## src/rtl/burst_ram_arbiter.sv

```systemverilog
// Round-robin arbiter that shares one burst_ram port between two clients.
// A grant covers a whole burst: the command cycle plus every write or read beat.
module burst_ram_arbiter #(
    parameter int AddressBitWidth = 10,
    parameter int BurstDataCount  = 4
) (
    input  logic                       clk,
    input  logic                       rst_n,
    input  logic                       c0_cmd,
    input  logic                       c0_cmd_en,
    input  logic [AddressBitWidth-1:0] c0_addr,
    input  logic [63:0]                c0_wr_data,
    input  logic [7:0]                 c0_data_mask,
    output logic                       c0_ack,
    output logic [63:0]                c0_rd_data,
    output logic                       c0_rd_data_valid,
    input  logic                       c1_cmd,
    input  logic                       c1_cmd_en,
    input  logic [AddressBitWidth-1:0] c1_addr,
    input  logic [63:0]                c1_wr_data,
    input  logic [7:0]                 c1_data_mask,
    output logic                       c1_ack,
    output logic [63:0]                c1_rd_data,
    output logic                       c1_rd_data_valid,
    output logic                       br_cmd,
    output logic                       br_cmd_en,
    output logic [AddressBitWidth-1:0] br_addr,
    output logic [63:0]                br_wr_data,
    output logic [7:0]                 br_data_mask,
    input  logic [63:0]                br_rd_data,
    input  logic                       br_rd_data_valid,
    input  logic                       br_busy,
    output logic                       owner
);

    localparam int CntW = $clog2(BurstDataCount) + 1;

    typedef enum logic [1:0] {
        IDLE,
        WRITE,
        READ
    } state_t;

    state_t          state;
    state_t          state_nxt;
    logic            owner_nxt;
    logic [CntW-1:0] cnt;
    logic [CntW-1:0] cnt_nxt;
    logic            winner;
    logic            sel;
    logic            rd_valid_fwd;

    // On a tie the client that did not own the last burst wins.
    always_comb begin
        winner = (c0_cmd_en & c1_cmd_en) ? ~owner : c1_cmd_en;
        sel    = (state == IDLE) ? winner : owner;
    end

    always_comb begin
        br_cmd       = sel ? c1_cmd       : c0_cmd;
        br_addr      = sel ? c1_addr      : c0_addr;
        br_wr_data   = sel ? c1_wr_data   : c0_wr_data;
        br_data_mask = sel ? c1_data_mask : c0_data_mask;
    end

    always_comb begin
        state_nxt    = state;
        owner_nxt    = owner;
        cnt_nxt      = cnt;
        br_cmd_en    = 1'b0;
        c0_ack       = 1'b0;
        c1_ack       = 1'b0;
        rd_valid_fwd = 1'b0;
        case (state)
            IDLE: begin
                if (!br_busy && (c0_cmd_en || c1_cmd_en)) begin
                    br_cmd_en = 1'b1;
                    c0_ack    = ~winner;
                    c1_ack    = winner;
                    owner_nxt = winner;
                    cnt_nxt   = CntW'(1);
                    if (!br_cmd) begin
                        state_nxt = READ;
                    end else if (BurstDataCount > 1) begin
                        state_nxt = WRITE;
                    end
                end
            end
            WRITE: begin
                cnt_nxt = cnt + CntW'(1);
                if (cnt == CntW'(BurstDataCount - 1)) begin
                    state_nxt = IDLE;
                end
            end
            READ: begin
                // cnt runs one ahead of the beats received, since the grant loads 1.
                rd_valid_fwd = br_rd_data_valid;
                if (br_rd_data_valid) begin
                    cnt_nxt = cnt + CntW'(1);
                    if (cnt == CntW'(BurstDataCount)) begin
                        state_nxt = IDLE;
                    end
                end
            end
            default: state_nxt = IDLE;
        endcase
    end

    always_ff @(posedge clk) begin
        if (!rst_n) begin
            state <= IDLE;
            owner <= 1'b1;
            cnt   <= '0;
        end else begin
            state <= state_nxt;
            owner <= owner_nxt;
            cnt   <= cnt_nxt;
        end
    end

    assign c0_rd_data       = br_rd_data;
    assign c1_rd_data       = br_rd_data;
    assign c0_rd_data_valid = rd_valid_fwd & ~owner;
    assign c1_rd_data_valid = rd_valid_fwd & owner;

endmodule

```

## config.mk

```make
export PLATFORM = sky130hd
export DESIGN_NAME = burst_ram_arbiter
export DESIGN_NICKNAME = d
export VERILOG_FILES = /design/src/rtl/burst_ram_arbiter.sv
export SDC_FILE = /design/constraint.sdc
export NUM_CORES = 1
export LEC_CHECK = 0
export CORE_AREA = 2 2 174 176
export DETAILED_ROUTE_END_ITERATION = 8
export DIE_AREA = 0 0 176 178
export SLEW_MARGIN = 20
export SYNTH_ARGS = -nofsm -noshare
export SYNTH_HDL_FRONTEND = slang
export SYNTH_SLANG_ARGS = --single-unit
```

## constraint.sdc

```tcl
create_clock -name clk -period 2.1 [get_ports clk]
set_clock_uncertainty 0.1 [all_clocks]
set_input_delay 0.21 -clock clk [delete_from_list [all_inputs] [get_ports clk]]
set_output_delay 0.21 -clock clk [all_outputs]
set_load 0.05 [all_outputs]
```

==> results.yml, run 1 <==
grt:
  gr-total-overflow: 0
  antenna_found_initial: 5
  grt_usage_pct: 7.02
  grt_pass1_vias: 2367
  grt_max_degree: 15
  grt_pass1_wl_um: 15800
logic_synthesis:
  synth-compound-area-share_pct: 3.68
  synth_cell_types: 28
  synthMuxAreaShare_pct: 40.3
  synth-seq-cells: 6
  synth_xor_area_share_pct: 0
  synth.top_cell.area_share_pct: 38.2
  synthAdderAreaFrac_pct: 3.48
  yosysSeqAreaShare_pct: 4.77
  syn_inst: 279
  async_flop_share_pct: 0
  synth_area_um2: 2520
  synth_nets: 522
  synth_top_area_cell: "buf_4"
  synth_top_family_by_area: "buffers and inverters"
  yosys_warnings: 0
  synth_edf_count: 0
  ys.flop_type: "dfxtp_1"
  yosysMostFrequentCell: "buf_4"
  avgSynthCellArea_um2: 9.02
  yosys.area_share.simple_pct: 4.62
  ys_top_cells_by_count: "buf_4 (128), mux2_2 (72), mux2_4 (10), buf_6 (8), inv_1 (8)"
  yosys-top-cells-area: "buf_4 (38%), mux2_2 (32%), mux2_4 (6.0%), dfxtp_1 (4.8%), buf_6 (3.6%)"
pwr:
  power_density_nw_per_um2: 1470
  switching_share_pct: 51.0
  p_total_mw: 7.85
  p_comb_share_pct: 93.7
  irDropWorstVdd_uv: 457
  p_seq_share_pct: 2.3
  p_int_mw: 3.85
  clkPwrFrac_pct: 4.0
  p_leak_nw: 2.25
  p_switching_mw: 4.00
timing:
  hold_violations: 0
  holdWs_ps: 320
  max_clock_freq_mhz: 448
  setup_tns_ps: -7480
  rsz0062_at_grt: "true"
  tightest_slew_ps: 489
  timing.final.ws_setup_ps: -134
  slew_viol_final: 0
  slew_headroom_pct: 67.3
  setup_violations: 81
  period_minus_slack_ps: 2230
  fin_crit_sh_pct: 106
route:
  routed_via_density: 2.94
  first_iter_violations: 50
  wl_met2_um: 5500
  met3_length_um: 2040
  wl_met1_um: 4750
  drt_first_pass_iters: 4
  routed-via-count: 2419
  dr.max_layer_used: "met5"
  post_drt_wl_per_cell_um: 15.3
  route.detailed.drc: 0
  ant_nets: 0
  drt-total-wl_um: 12600
placed_design:
  port_buffers: 260
  dp.cells: 811
  post_dp_cell_area_um2: 4560
  gp_congestion: 0.684
  dp_slack_ps: -153
  dp_hpwl_um: 10700
cells_and_area:
  area_delta_synth_final_pct: 112
  layout.nets: 674
  utilization_pct: 18.2
  design_area_um2: 5340
  layout-drive-gt1-share_pct: 48.5
  stdcell_count: 822
setup_path:
  cp_common_cell: "buf_12"
  timing.rr.end: "cnt[1]"
  cp_slowest_cell: "mux2_2"
  crit_chain: "inv_2, ha_4, mux2i_4, buf_12, buf_12, mux2_2, buf_6"
  cp_top_family: "multiplexers"
  cp-end-kind: "output port"
  reg2reg_depth: 8
  cp_slowest_stage_delay_ps: 360
  arrival_ps: 1920
  critPathMaxFanout: 14
  crit_buf_inv: 4
  path_depth: 7
  crit_path_start_kind: "flop"
  reg2reg_from: "state[0]"
  path_class: "reg2out"
  rrSetupSlack_ps: 180
  startpoint: "state[0]"
  required_ps: 1790
clock_network:
  clockBufferDepth: 2
  cts_max_level: 1
  cts_root_buffer: "clkbuf_16"
  holdBufCountCts: 0
  cts_tree: "built"
  cts-buffers-inserted: 3
  clk_latency_ps: 230
  cts.sink_count: 6
  clk_pin_slew_ps: 30
hold_path:
  worstHoldStart: "br_rd_data[11]"
  hold_depth: 0
  holdPathEnd: "c1_rd_data[11]"
  min_path_type: "in2out"
run_status:
  violations: "setup timing"
  status: "finished, violations left"
floorplan:
  num_io_pins: 453
  die_y_um: 178
  die_x_um: 176
  start_util_pct: 8.56
  rows: 63
  core_area_um2: 29400
  dieArea_um2: 31300
job:
  maxCapViolCount: 0
[area by class of cell]
class	count	area (µm²)
Timing Repair Buffer	284	3150
Fill cell	3225	24100
Antenna cell	3	7.51
Sequential cell	6	124
Multi-Input combinational cell	128	1460
Inverter	8	30.0
Clock buffer	3	75.1
Tap cell	390	488
[layout by cell type, fill, tap and decap left out, drive strengths merged, types with 2 or more instances in the layout]
master / count
buf: 112
nor2b: 3
nand3: 2
dfxtp: 6
and2: 3
clkdlybuf4s50: 170
mux2: 82
nand2: 7
inv: 8
nand2b: 2
clkbuf: 3
nor2: 3
a21oi: 4
mux2i: 4
ha: 7
diode: 3
dlymetal6s2s: 2
[kinds of logic (layout without fill, tap and decap cells)]
kind of cell	after synthesis	in the layout
buffers and inverters	145	295
muxes	86	86
and+or+nand+nor	23	23
AOI/OAI and AO/OA	12	12
adders and majority gates	7	7
DFF	6	6
other	0	3
[sequential cells by signal, indices dropped and copies added, names as in the netlist]
register  count
cnt           3
owner         1
state         2
[power by group through the flow]
stage	combinational (mW)	sequential (mW)	clock, mW
floorplan	4.80	0.196	0
global placement	6.00	0.174	0
detailed placement	6.02	0.175	0
CTS	7.34	0.180	0.318
global route	7.64	0.187	0.328
finish	7.36	0.182	0.311
[how the worst max path moves through the flow]
stage	end
detailed placement	br_wr_data[15]
global placement	br_wr_data[62]
global route	br_wr_data[2]
CTS	br_wr_data[17]
finish	br_wr_data[39]
floorplan	br_data_mask[0]
[repair_timing]
item | in CTS | in global routing
endpoints found under the setup margin | 84 | 82
buffers inserted | 5 | 3
endpoints found under the hold margin | 0 | 0
cloned | 3 | 0
pin swaps | 1 | 1
gates resized for setup | 123 | 50
[routing by layer]
metal | global-route usage (%) | up-vias
met5 | 0 | -
met4 | 2.07 | 2
li1 | - | 1117
met3 | 5.22 | 34
met1 | 8.15 | 1062
met2 | 10.1 | 204
No activity file was read; power rests on OpenSTA's default activity.
==> run 2: changes to the inputs <==
--- a/config.mk
+++ b/config.mk
@@ -5,9 +5,9 @@
 export SDC_FILE = /design/constraint.sdc
 export NUM_CORES = 1
 export LEC_CHECK = 0
-export CORE_AREA = 2 2 174 176
+export CORE_AREA = 2 2 176 178
 export DETAILED_ROUTE_END_ITERATION = 8
-export DIE_AREA = 0 0 176 178
+export DIE_AREA = 0 0 178 180
 export SLEW_MARGIN = 20
 export SYNTH_ARGS = -nofsm -noshare
 export SYNTH_HDL_FRONTEND = slang
==> constraint.sdc (replaced) <==
create_clock -name clk -period 2.7 [get_ports clk]
set_clock_uncertainty 0.1 [all_clocks]
set_input_delay 0.27 -clock clk [delete_from_list [all_inputs] [get_ports clk]]
set_output_delay 0.27 -clock clk [all_outputs]
set_load 0.05 [all_outputs]
==> results.yml, run 2 (same netlist as run 1, synthesis figures left out) <==
run_status:
  status: "completed"
hold_path:
  min_path_type: "reg2reg"
  hold_depth: 2
  worstHoldStart: "state[1]"
clock_network:
  ctsResizeCount: 0
  cts_tree: "built"
  cts_root_buffer: "clkbuf_16"
  clockBufferDepth: 2
  post_cts.repair.setup_buffers: 0
  clk_pin_slew_ps: 30
  cts-buffers-inserted: 3
  clk_latency_ps: 230
  holdBufCountCts: 0
  cts.sink_count: 6
  cts_max_level: 1
route:
  routed-via-count: 2385
  ant_nets: 0
  drt-total-wl_um: 12400
  route.detailed.drc: 0
  post_drt_wl_per_cell_um: 15.2
  routed_via_density: 2.93
  drt_first_pass_iters: 4
  first_iter_violations: 58
timing:
  fin_crit_sh_pct: 94.9
  max_clock_freq_mhz: 390
  tightest_slew_ps: 495
  hold_violations: 0
  timing.final.ws_setup_ps: 139
  setup_violations: 0
  setup_tns_ps: 0
  holdWs_ps: 408
  slew_headroom_pct: 66.9
  slew_viol_final: 0
  period_minus_slack_ps: 2560
  rsz0062_at_grt: "false"
pwr:
  power_density_nw_per_um2: 1090
  irDropWorstVdd_uv: 362
  p_leak_nw: 1.83
floorplan:
  start_util_pct: 8.33
  core_area_um2: 30200
  die_x_um: 178
  dieArea_um2: 32000
  rows: 64
  num_io_pins: 453
  die_y_um: 180
cells_and_area:
  stdcell_count: 815
  reg.largest.list: "cnt: 3 flops, state: 2 flops, owner: 1 flops"
  regMostFlops: "cnt"
  largest_register_ffs: 3
  layout-drive-gt1-share_pct: 45.1
  layout_common_cells: "clkdlybuf4s50_1 (174), buf_4 (95), mux2_2 (72)"
  layout.nets: 664
  n_fill_cell: 3375
  area_delta_synth_final_pct: 82.2
  antenna_cells: 0
  layout_commonest_cell: "clkdlybuf4s50_1"
setup_path:
  reg2reg_from: "state[0]"
  path_class: "reg2out"
  startpoint: "state[0]"
  cp_slowest_stage_delay_ps: 360
  critPathMaxFanout: 24
  crit_path_start_kind: "flop"
  crit_chain: "inv_1, ha_1, mux2i_4, buf_12, buf_12, mux2_2, buf_4"
  cp-end-kind: "output port"
  cp_slowest_cell: "mux2_2"
  cp_common_cell: "buf_12"
  reg2reg_depth: 7
  arrival_ps: 2190
  required_ps: 2330
grt:
  grt_usage_pct: 6.92
  grt_max_degree: 25
  grt_pass1_wl_um: 15900
  gr-total-overflow: 0
  grt_pass1_vias: 2348
  antenna_found_initial: 0
placed_design:
  dp_hpwl_um: 11100
  port_buffers: 260
  dp_slack_ps: 196
  dp.cells: 812
  gp_congestion: 0.772
job:
  maxCapViolCount: 0
## run 2: cell types whose count changed in the layout (fill, tap and decap cells not counted), moves of 4 or more
cell,before,now
buf_8,34,0
buf_12,10,5
mux2_4,45,10
buf_4,14,95
mux2_2,37,72
clkdlybuf4s50_1,170,174
buf_6,54,0
## run 2: through the flow
step | instance area (µm²) | utilization [%] | total power, mW
after detailed placement | 4510 | 14.9 | 4.78
after CTS | 4590 | 15.2 | 5.04
after global placement | 4510 | 14.9 | 4.77
after global routing | 4590 | 15.2 | 5.22
after floorplan | 2520 | - | 3.89
final | 4590 | 15.2 | 4.99
## run 2: cell type report
class,count,area [µm²],share of cell area (%)
clock buffer,3,75.1,1.64
inverter,8,30.0,0.655
multi-input combinational,128,1310,28.6
sequential,6,120,2.62
tap,396,495,10.8
timing repair buffer,274,2550,55.7
## run 2: where the power goes
part           internal, mW  switching (mW)
Sequential            0.116          0.0309
Combinational          1.85            2.76
Clock                 0.190          0.0474
## run 2: worst max-delay path: cells and delay by family, from the launching register on
family	cells	cell delay [ps]
DFF	1	340
muxes	2	650
buffers and inverters	4	700
adders and majority gates	1	250
## run 2: final timing paths
path | end | slack (ps)
min | state[1] | 410
min reg2reg | state[1] | 410
max reg2reg | state[0] | 850
max | br_wr_data[4] | 140
## run 2: routing by layer
layer | GRT usage, % | wire (µm)
met5 | 0 | 0
met4 | 2.33 | 283
met3 | 3.19 | 1690
met2 | 11.0 | 5640
met1 | 8.18 | 4780
